[src/rtl/rvc_align_expand.sv]
// Fetch-side halfword realigner with RV32C expansion toward decode.
// Optional instruction counters are enabled with `define INS_CNT_EN.
module rvc_align_expand #(
    parameter int unsigned BUF_HW   = 4,
    parameter logic [31:0] RESET_PC = 32'h0000_0000
) (
    input  logic        clk,
    input  logic        rst_n,
    input  logic        flush_i,
    input  logic [31:0] flush_pc_i,
    input  logic        fetch_valid_i,
    output logic        fetch_ready_o,
    input  logic [31:0] fetch_data_i,
    output logic        ins_valid_o,
    input  logic        ins_ready_i,
    output logic [31:0] ins_o,
    output logic [31:0] ins_pc_o,
    output logic        ins_compressed_o,
    output logic        ins_illegal_o
`ifdef INS_CNT_EN
    ,
    output logic [31:0] cnt_total_o,
    output logic [31:0] cnt_comp_o
`endif
);

    localparam int PW = $clog2(BUF_HW);
    localparam int CW = PW + 1;

    localparam logic [6:0] OPC_LOAD   = 7'b0000011;
    localparam logic [6:0] OPC_STORE  = 7'b0100011;
    localparam logic [6:0] OPC_OP_IMM = 7'b0010011;
    localparam logic [6:0] OPC_OP     = 7'b0110011;
    localparam logic [6:0] OPC_LUI    = 7'b0110111;
    localparam logic [6:0] OPC_JAL    = 7'b1101111;
    localparam logic [6:0] OPC_JALR   = 7'b1100111;
    localparam logic [6:0] OPC_BRANCH = 7'b1100011;

    typedef enum logic {S_RUN, S_SKIP} state_e;

    logic [15:0]   hw_buf_q [BUF_HW];
    logic [15:0]   hw_buf_d [BUF_HW];
    logic [PW-1:0] rd_ptr_q, rd_ptr_d, wr_ptr_q, wr_ptr_d;
    logic [CW-1:0] count_q, count_d, push_n, pop_n;
    logic [31:0]   pc_q, pc_d;
    state_e        state_q, state_d;

    logic [15:0] c, next_hw;
    logic        head_comp, do_push, do_pop;
    logic [31:0] exp_ins;
    logic        exp_ill;
    logic [4:0]  rd, rs2, rd_p, rs1_p;

    assign c         = hw_buf_q[rd_ptr_q];
    assign next_hw   = hw_buf_q[rd_ptr_q + PW'(1)];
    assign head_comp = (c[1:0] != 2'b11);
    assign rd        = c[11:7];
    assign rs2       = c[6:2];
    assign rd_p      = {2'b01, c[4:2]};
    assign rs1_p     = {2'b01, c[9:7]};

    assign fetch_ready_o    = (count_q <= CW'(BUF_HW - 2));
    assign ins_valid_o      = !flush_i && (head_comp ? (count_q >= CW'(1)) : (count_q >= CW'(2)));
    assign ins_o            = ins_valid_o ? (head_comp ? exp_ins : {next_hw, c}) : 32'h0;
    assign ins_pc_o         = ins_valid_o ? pc_q : 32'h0;
    assign ins_compressed_o = ins_valid_o && head_comp;
    assign ins_illegal_o    = ins_valid_o && head_comp && exp_ill;
    assign do_push          = fetch_valid_i && fetch_ready_o;
    assign do_pop           = ins_valid_o && ins_ready_i;

    // RV32C to RV32I expansion of the head halfword
    always_comb begin
        exp_ins = 32'h0;
        exp_ill = 1'b0;
        case (c[1:0])
            2'b00: begin
                case (c[15:13])
                    3'b000: begin
                        exp_ins = {2'b00, c[10:7], c[12:11], c[5], c[6], 2'b00, 5'd2, 3'b000, rd_p, OPC_OP_IMM};
                        exp_ill = (c[12:5] == 8'h00);
                    end
                    3'b010: exp_ins = {5'b0, c[5], c[12:10], c[6], 2'b00, rs1_p, 3'b010, rd_p, OPC_LOAD};
                    3'b110: exp_ins = {5'b0, c[5], c[12], rd_p, rs1_p, 3'b010, c[11:10], c[6], 2'b00, OPC_STORE};
                    default: exp_ill = 1'b1;
                endcase
            end
            2'b01: begin
                case (c[15:13])
                    3'b000: exp_ins = {{7{c[12]}}, c[6:2], rd, 3'b000, rd, OPC_OP_IMM};
                    3'b001, 3'b101:
                        exp_ins = {c[12], c[8], c[10:9], c[6], c[7], c[2], c[11], c[5:3],
                                   c[12], {8{c[12]}}, {4'b0000, ~c[15]}, OPC_JAL};
                    3'b010: exp_ins = {{7{c[12]}}, c[6:2], 5'd0, 3'b000, rd, OPC_OP_IMM};
                    3'b011: begin
                        exp_ill = ({c[12], c[6:2]} == 6'h00);
                        if (rd == 5'd2)
                            exp_ins = {{3{c[12]}}, c[4:3], c[5], c[2], c[6], 4'b0000,
                                       5'd2, 3'b000, 5'd2, OPC_OP_IMM};
                        else
                            exp_ins = {{15{c[12]}}, c[6:2], rd, OPC_LUI};
                    end
                    3'b100: begin
                        case (c[11:10])
                            2'b00: begin
                                exp_ins = {7'b0000000, c[6:2], rs1_p, 3'b101, rs1_p, OPC_OP_IMM};
                                exp_ill = c[12];
                            end
                            2'b01: begin
                                exp_ins = {7'b0100000, c[6:2], rs1_p, 3'b101, rs1_p, OPC_OP_IMM};
                                exp_ill = c[12];
                            end
                            2'b10: exp_ins = {{7{c[12]}}, c[6:2], rs1_p, 3'b111, rs1_p, OPC_OP_IMM};
                            default: begin
                                exp_ill = c[12];
                                case (c[6:5])
                                    2'b00:   exp_ins = {7'b0100000, rd_p, rs1_p, 3'b000, rs1_p, OPC_OP};
                                    2'b01:   exp_ins = {7'b0000000, rd_p, rs1_p, 3'b100, rs1_p, OPC_OP};
                                    2'b10:   exp_ins = {7'b0000000, rd_p, rs1_p, 3'b110, rs1_p, OPC_OP};
                                    default: exp_ins = {7'b0000000, rd_p, rs1_p, 3'b111, rs1_p, OPC_OP};
                                endcase
                            end
                        endcase
                    end
                    default:
                        exp_ins = {c[12], {3{c[12]}}, c[6:5], c[2], 5'd0, rs1_p, 2'b00, c[13],
                                   c[11:10], c[4:3], c[12], OPC_BRANCH};
                endcase
            end
            2'b10: begin
                case (c[15:13])
                    3'b000: begin
                        exp_ins = {7'b0000000, c[6:2], rd, 3'b001, rd, OPC_OP_IMM};
                        exp_ill = c[12];
                    end
                    3'b010: begin
                        exp_ins = {4'b0000, c[3:2], c[12], c[6:4], 2'b00, 5'd2, 3'b010, rd, OPC_LOAD};
                        exp_ill = (rd == 5'd0);
                    end
                    3'b100: begin
                        if (!c[12]) begin
                            if (rs2 == 5'd0) begin
                                exp_ins = {12'h000, rd, 3'b000, 5'd0, OPC_JALR};
                                exp_ill = (rd == 5'd0);
                            end else begin
                                exp_ins = {7'b0000000, rs2, 5'd0, 3'b000, rd, OPC_OP};
                            end
                        end else if (rs2 == 5'd0) begin
                            if (rd == 5'd0)
                                exp_ins = 32'h0010_0073;
                            else
                                exp_ins = {12'h000, rd, 3'b000, 5'd1, OPC_JALR};
                        end else begin
                            exp_ins = {7'b0000000, rs2, rd, 3'b000, rd, OPC_OP};
                        end
                    end
                    3'b110: exp_ins = {4'b0000, c[8:7], c[12], rs2, 5'd2, 3'b010, c[11:9], 2'b00, OPC_STORE};
                    default: exp_ill = 1'b1;
                endcase
            end
            default: begin
                exp_ins = 32'h0;
                exp_ill = 1'b0;
            end
        endcase
        if (exp_ill)
            exp_ins = {16'h0000, c};
    end

    // Buffer bookkeeping; flush wins over push and pop, and a skip-aligned push keeps only its upper halfword
    always_comb begin
        hw_buf_d = hw_buf_q;
        rd_ptr_d = rd_ptr_q;
        wr_ptr_d = wr_ptr_q;
        pc_d     = pc_q;
        state_d  = state_q;
        push_n   = '0;
        pop_n    = '0;
        count_d  = count_q;
        if (flush_i) begin
            count_d  = '0;
            rd_ptr_d = '0;
            wr_ptr_d = '0;
            pc_d     = flush_pc_i & 32'hFFFF_FFFE;
            state_d  = flush_pc_i[1] ? S_SKIP : S_RUN;
        end else begin
            if (do_push) begin
                if (state_q == S_SKIP) begin
                    hw_buf_d[wr_ptr_q] = fetch_data_i[31:16];
                    wr_ptr_d = wr_ptr_q + PW'(1);
                    push_n   = CW'(1);
                    state_d  = S_RUN;
                end else begin
                    hw_buf_d[wr_ptr_q]          = fetch_data_i[15:0];
                    hw_buf_d[wr_ptr_q + PW'(1)] = fetch_data_i[31:16];
                    wr_ptr_d = wr_ptr_q + PW'(2);
                    push_n   = CW'(2);
                end
            end
            if (do_pop) begin
                pop_n    = head_comp ? CW'(1) : CW'(2);
                rd_ptr_d = rd_ptr_q + (head_comp ? PW'(1) : PW'(2));
                pc_d     = pc_q + (head_comp ? 32'd2 : 32'd4);
            end
            count_d = count_q + push_n - pop_n;
        end
    end

    always_ff @(posedge clk or negedge rst_n) begin
        if (!rst_n) begin
            hw_buf_q <= '{default: '0};
            rd_ptr_q <= '0;
            wr_ptr_q <= '0;
            count_q  <= '0;
            pc_q     <= RESET_PC;
            state_q  <= S_RUN;
        end else begin
            hw_buf_q <= hw_buf_d;
            rd_ptr_q <= rd_ptr_d;
            wr_ptr_q <= wr_ptr_d;
            count_q  <= count_d;
            pc_q     <= pc_d;
            state_q  <= state_d;
        end
    end

`ifdef INS_CNT_EN
    logic [31:0] cnt_total_q, cnt_total_d, cnt_comp_q, cnt_comp_d;

    always_comb begin
        cnt_total_d = cnt_total_q;
        cnt_comp_d  = cnt_comp_q;
        if (do_pop) begin
            cnt_total_d = cnt_total_q + 32'd1;
            if (head_comp)
                cnt_comp_d = cnt_comp_q + 32'd1;
        end
    end

    always_ff @(posedge clk or negedge rst_n) begin
        if (!rst_n) begin
            cnt_total_q <= '0;
            cnt_comp_q  <= '0;
        end else begin
            cnt_total_q <= cnt_total_d;
            cnt_comp_q  <= cnt_comp_d;
        end
    end

    assign cnt_total_o = cnt_total_q;
    assign cnt_comp_o  = cnt_comp_q;
`endif

endmodule

[config.mk]
export PLATFORM = sky130hd
export DESIGN_NAME = rvc_align_expand
export DESIGN_NICKNAME = d
export VERILOG_FILES = /design/src/rtl/rvc_align_expand.sv
export SDC_FILE = /design/constraint.sdc
export NUM_CORES = 1
export LEC_CHECK = 0
export ABC_AREA = 1
export BUFFER_PORTS_ARGS = -buffer_cell sky130_fd_sc_hd__buf_2
export CELL_PAD_IN_SITES_DETAIL_PLACEMENT = 2
export CELL_PAD_IN_SITES_GLOBAL_PLACEMENT = 2
export CORE_MARGIN = 2
export CORE_UTILIZATION = 33
export CTS_BUF_LIST = sky130_fd_sc_hd__clkbuf_16
export CTS_CLUSTER_DIAMETER = 150
export DETAILED_ROUTE_END_ITERATION = 6
export PLACE_DENSITY = 0.87
export SLEW_MARGIN = 10
export SYNTH_ARGS = -nofsm -noshare
export SYNTH_HDL_FRONTEND = slang
export SYNTH_SLANG_ARGS = --single-unit
[constraint.sdc]
create_clock -name clk -period 8.4 [get_ports clk]
set_clock_uncertainty 0.15 [all_clocks]
set_input_delay 0.42 -clock clk [delete_from_list [all_inputs] [get_ports clk]]
set_output_delay 0.42 -clock clk [all_outputs]
set_load 0.01 [all_outputs]
## After elaboration in Yosys (flattened, before gate mapping)

Cells that the tools add are included.

| cells by class | value |
|---|---|
| add/subtract/negate cells | 7 |
| multiply operators | 0 |
| div/mod/pow operators | 0 |
| magnitude comparators | 9 |
| eq/ne operators | 14 |
| shifts and indexed selects | 0 |
| multiplexer cells | 56 |
| bitwise gates (word level) | 6 |
| reduce and logical (&&, ||, !) cells | 21 |

Operators by type and width:

| operator | count |
|---|---|
| 32-bit two-way mux | 8 |
| 64-bit bitwise mux | 3 |
| 32-bit one-hot mux with 3 select lines | 2 |
| 32-bit one-hot mux with 5 select lines | 1 |
| 32-bit one-hot mux with 4 select lines | 1 |
| 16-bit two-way mux | 6 |
| 31-bit one-hot mux with 3 select lines | 1 |
| 30-bit one-hot mux with 3 select lines | 1 |
| 16-bit binary-select mux with 2-bit select | 2 |
| 16-bit demux with 2-bit select | 2 |
| 64-bit two-way mux | 1 |
| 32-bit by 3-bit adder with 32-bit output | 1 |
| 29-bit two-way mux | 1 |
| 25-bit two-way mux | 1 |
| 21-bit two-way mux | 1 |
| 2-bit two-way mux | 10 |
| 3-bit greater-or-equal comparator (second input constant) | 4 |
| 3-bit two-way mux | 4 |
| 2-bit inverter with 3-bit output | 4 |
| 5-bit logical NOT | 2 |
| 3-bit == test (second input constant) | 3 |
| 8-bit logical NOT | 1 |
| 1-bit logical AND | 7 |
| 1-bit two-way mux | 7 |
| other kinds (26) | 39 |

| word-level totals | value |
|---|---|
| register bits after elaboration | 104 |
| bits in latches | 0 |
| bits in writable memories | 0 |
| bits in read-only memories | 0 |
| input bits | 69 |
| output and inout port bits | 68 |
| logic and storage cells | 122 |
| memories | 0 |

## Depth between registers and ports, before layout

| depth | value |
|---|---|
| depth in word-level cells | 13 |
| depth in mapped cells | 23 |
| depth with buffers taken out | 20 |

## Least setup slack after synthesis

Ideal clock, no wire load.

| timing | value |
|---|---|
| path kind | reg-to-reg |
| start point | reg rd_ptr_q[0] |
| end point | reg pc_q[23] |
| setup time | 129 ps |
| data arrival time | 3362 ps |
| required time | 8121 ps |
| path slack | 4760 ps |
| cell stages (with the launch flop) | 24 |
| buffers on the path | 3 |
| period minus slack after synthesis | 3640 ps |
| cells stage by stage | dfrtp_1 -> buf_6 -> inv_4 -> buf_6 -> nand2_1 -> nand3_1 -> nand2_2 -> inv_2 -> nand2_4 -> clkbuf_1 -> ha_1 -> inv_1 -> fa_1 -> inv_1 -> nand2_1 -> nor2_1 -> nand2_1 -> nor2_1 -> nand4_1 -> nor2_1 -> nand2_1 -> xor2_1 -> nor2_1 -> o22ai_1 |

| between the ends | value |
|---|---|
| word-level cells in the longest chain between the ends | 9 |

RTL lines:

| what | RTL line | RTL |
|---|---|---|
| start: declaration | 43 | `logic [PW-1:0] rd_ptr_q, rd_ptr_d, wr_ptr_q, wr_ptr_d;` |
| start signal: assignment | 218 | `rd_ptr_q <= rd_ptr_d;` |
| 2-bit inverter with 3-bit output (implied by the code) * | 54 | `assign c = hw_buf_q[rd_ptr_q];` |
| 16-bit binary-select mux with 2-bit select * | 54 |  |
| 16-bit two-way mux (implied by the code) * (2 in a row) | 54 |  |
| 2-bit inequality test * | 56 | `assign head_comp = (c[1:0] != 2'b11);` |
| 3-bit two-way mux / 1-bit two-way mux (equally long branches) | 202, 63 |  |
| 32-bit by 3-bit adder with 32-bit output / 1-bit logical AND (equally long branches) | 202, 63 |  |
| 32-bit two-way mux / 1-bit logical AND (equally long branches) | 199, 69 |  |
| 32-bit two-way mux / 2-bit nonzero test (equally long branches) | -- |  |
| end signal: assignment | 221 | `pc_q <= pc_d;` |
| end: declaration | 45 | `logic [31:0] pc_q, pc_d;` |

Every way passes the cells marked *; elsewhere a longest branch is shown, timed or not. The select of a mux whose other input is x is not followed.
A chain may end at the register's enable or synchronous reset.

## Final worst setup path

| timing | value |
|---|---|
| start point | reg rd_ptr_q[1] |
| end point | reg pc_q[26] |

Same word-level chain as after synthesis.

==> metrics.yaml <==
run_status:
  outcome: "completed"
clock_network:
  cts_root_buf: "clkbuf_16"
  cts_sinks: 103
  cts_hold_buf: 1
  insertion_delay_ns: 0.38
  clockBufferDepth: 2
  htree_levels: 3
  cts-buffers-inserted: 9
  clk_pin_slew_ns: 0.08
  post_cts_buffers: 0
  post_cts_resized: 0
  cts_tree: "done"
final_layout:
  nNetsFinal: 1755
  antenna_cells: 0
  fin_area_um2: 10800
  drive_gt1_frac: 0.131
  area_growth_syn_to_layout_pct: 11.5
  mostFrequentLayoutCell: "nand2_1"
  final_cell_mix: "nand2_1 (533), nor2_1 (209), inv_1 (135)"
  fin_util: 0.375
  fillers: 3675
synthesis:
  seq_area_frac_synth: 0.267
  synth_flop_cell: "dfrtp_1"
  synth_fp_nets: 1684
  async_flop_share: 1.00
  syn_avg_cell_area_um2: 6.03
  synthAdderAreaFrac: 0.0179
  yosysUniqueCellTypes: 45
  synth_compound_area_frac: 0.195
  synth_edf_count: 0
  yosysWarnings: 0
  synth_top_family_by_area: "simple AND/OR/NAND/NOR gates"
  netlist_area_um2: 9670
  synthSimpleGateAreaFrac: 0.394
  synth_cells: 1603
  synthMuxAreaShare: 0
  ys_ff_latch: 103
  synth_xor_area_frac: 0.0208
place:
  io_buffer_count: 134
  place_congestion: 0.930
  place_ws_ns: 3.20
  dp_hpwl_um: 32600
  post_dp_cell_area_um2: 10500
power:
  switchingPower_mw: 3.21
  irDropWorstVdd_mv: 0.200
  p_leak_nw: 5.49
  clkPwrFrac: 0.083
  seq_power_share: 0.175
  internal-power_mw: 1.93
  switching_share: 0.625
  p_per_area_nw_per_um2: 477
  pwr-share-comb: 0.742
hold_path:
  hold_depth: 3
  hp-start: "flush_pc_i[10]"
  worst_hold_path_type: "input port to register"
timing:
  fin_setup_tns_ns: 0
  hold_slack_ns: 0.124
  max-slew-margin-rel: 0.217
  max_freq_mhz: 191
  tightestPinTransition_ns: 1.17
  finalSetupViolCount: 0
  finalMaxSlewViolations: 0
  rsz0062_at_grt: "false"
  fin_crit_ns: 5.23
  period_share: 0.622
  setup_ws_ns: 3.17
  hold_viol_final: 0
route:
  viasPerCell: 5.70
  wl_per_cell_um: 21.9
  drt_wl_total_um: 45100
  drt_iter0_drc: 901
  drc: 0
  ant_nets: 0
  vias: 11800
  drt_pass1_iterations: 5
floorplanning:
  die_w_um: 175
  io_pins: 137
  initial_core_util: 0.336
  core_area_um2: 28800
  rows: 62
  die_y_um: 175
  dieArea_um2: 30700
global_routing:
  overflow: 0
  grt_pass1_wl_um: 72300
  grt_max_degree: 73
  first_global_vias: 12700
  track_usage: 0.296
  antenna_found_initial: 0
setup_path:
  reg2regPathDepth: 18
  start_kind: "register"
  path_delay_family: "simple AND/OR/NAND/NOR gates"
  crit_path_end_kind: "register"
  setup.worst_path.start: "rd_ptr_q[1]$_DFFE_PN0N_"
  rr_startpoint: "rd_ptr_q[1]$_DFFE_PN0N_"
  path_buf_inv: 4
  crit_top_cell: "nand2_1"
  crit_required_ns: 8.48
  arrival_ns: 5.31
  slowest_delay_ns: 0.89
  critPathKind: "register to register"
  cp.depth: 18
  path_cells: "inv_2, nand3_1, nand2_2, nand2_4, clkinv_1, ha_1, nand2_1, nand2_1, nand2_1, inv_1, nand2_1, nor2_1, nand2_1, inv_1, nand4_1, xor2_1, nor2_1, o22ai_1"
  worst-path-max-fanout: 33
  cp_slowest_cell: "dfrtp_1"
job:
  cap_violations: 0
==> through the flow <==
step / instances / power, mW
final: 2063 / 5.14
after global routing: 2063 / 5.54
after global placement: 2046 / 4.42
after CTS: 2063 / 5.09
after detailed placement: 2046 / 4.62
after floorplan: 1603 / 3.41
==> synth_stat cells (22+ instances only) <==
cell	instances	area share
nor2_1	211	0.082
o22ai_1	32	0.021
xor2_1	22	0.020
nand3_1	102	0.053
dfrtp_1	103	0.27
nand2_1	533	0.21
inv_1	135	0.052
a21oi_1	32	0.017
o211ai_1	77	0.060
clkbuf_1	61	0.024
o21ai_0	133	0.069
==> power by group through the flow <==
stage                     Combinational (mW)  Clock (mW)  Sequential, mW
after floorplan                         2.61           0           0.802
after CTS                               3.77       0.429           0.893
after global routing                    4.18       0.442           0.922
after global placement                  3.55           0           0.870
after detailed placement                3.73           0           0.896
final                                   3.82       0.425           0.900
==> tightest hold or removal path, cell delays in order <==
cell	delay [ns]
buf_2	0.08
nand2_1	0.05
o21ai_0	0.06
==> layer usage <==
| layer | routed length [µm] | vias up | part of all wire | GRT usage |
|---|---|---|---|---|
| met5 | 0 | - | 0 | 0 |
| met4 | 1060 | 0 | 0.023 | 0.103 |
| met1 | 20700 | 5993 | 0.46 | 0.403 |
| met2 | 21800 | 310 | 0.48 | 0.493 |
| met3 | 1580 | 66 | 0.035 | 0.0237 |
| li1 | - | 5384 | - | - |
==> logic make-up (layout without fill, tap and decap cells) <==
kind of cell | count (synthesis) | after routing
DFF | 103 | 103
adders and majority gates | 12 | 12
other | 1 | 1
xor gates and xnor gates | 23 | 23
AOI/OAI and AO/OA | 309 | 309
and+or+nand+nor | 916 | 916
buffers and inverters | 239 | 315
==> sequential cells by signal (all words and copies together), names as in the netlist <==
signal,cells
count_q,3
hw_buf_q,64
pc_q,31
rd_ptr_q,2
state_q,1
wr_ptr_q,2
==> worst paths after layout <==
check / endpoint / slack (ns)
worst max-delay path: pc_q[26]$_DFFE_PN0N_ / 3.17
worst min-delay path: pc_q[10]$_DFFE_PN0N_ / 0.12
worst max register to register: pc_q[26]$_DFFE_PN0N_ / 3.17
worst min register to register: wr_ptr_q[0]$_DFFE_PN0P_ / 0.41
max in group asynchronous: state_q$_DFFE_PN0P_ / 6.34
min in group asynchronous: hw_buf_q[41]$_DFFE_PN0P_ / 0.43
==> layout make-up <==
cell class | instances | area [µm²] | share of cell area
clock buffer | 9 | 225 | 0.0209
clock inverter | 7 | 53.8 | 0.00499
inverter | 148 | 561 | 0.0520
multi-input combinational | 1261 | 6080 | 0.564
sequential | 103 | 2580 | 0.239
tap | 384 | 480 | 0.0445
timing repair buffer | 151 | 803 | 0.0745
No activity file was read; power rests on OpenSTA's default activity.
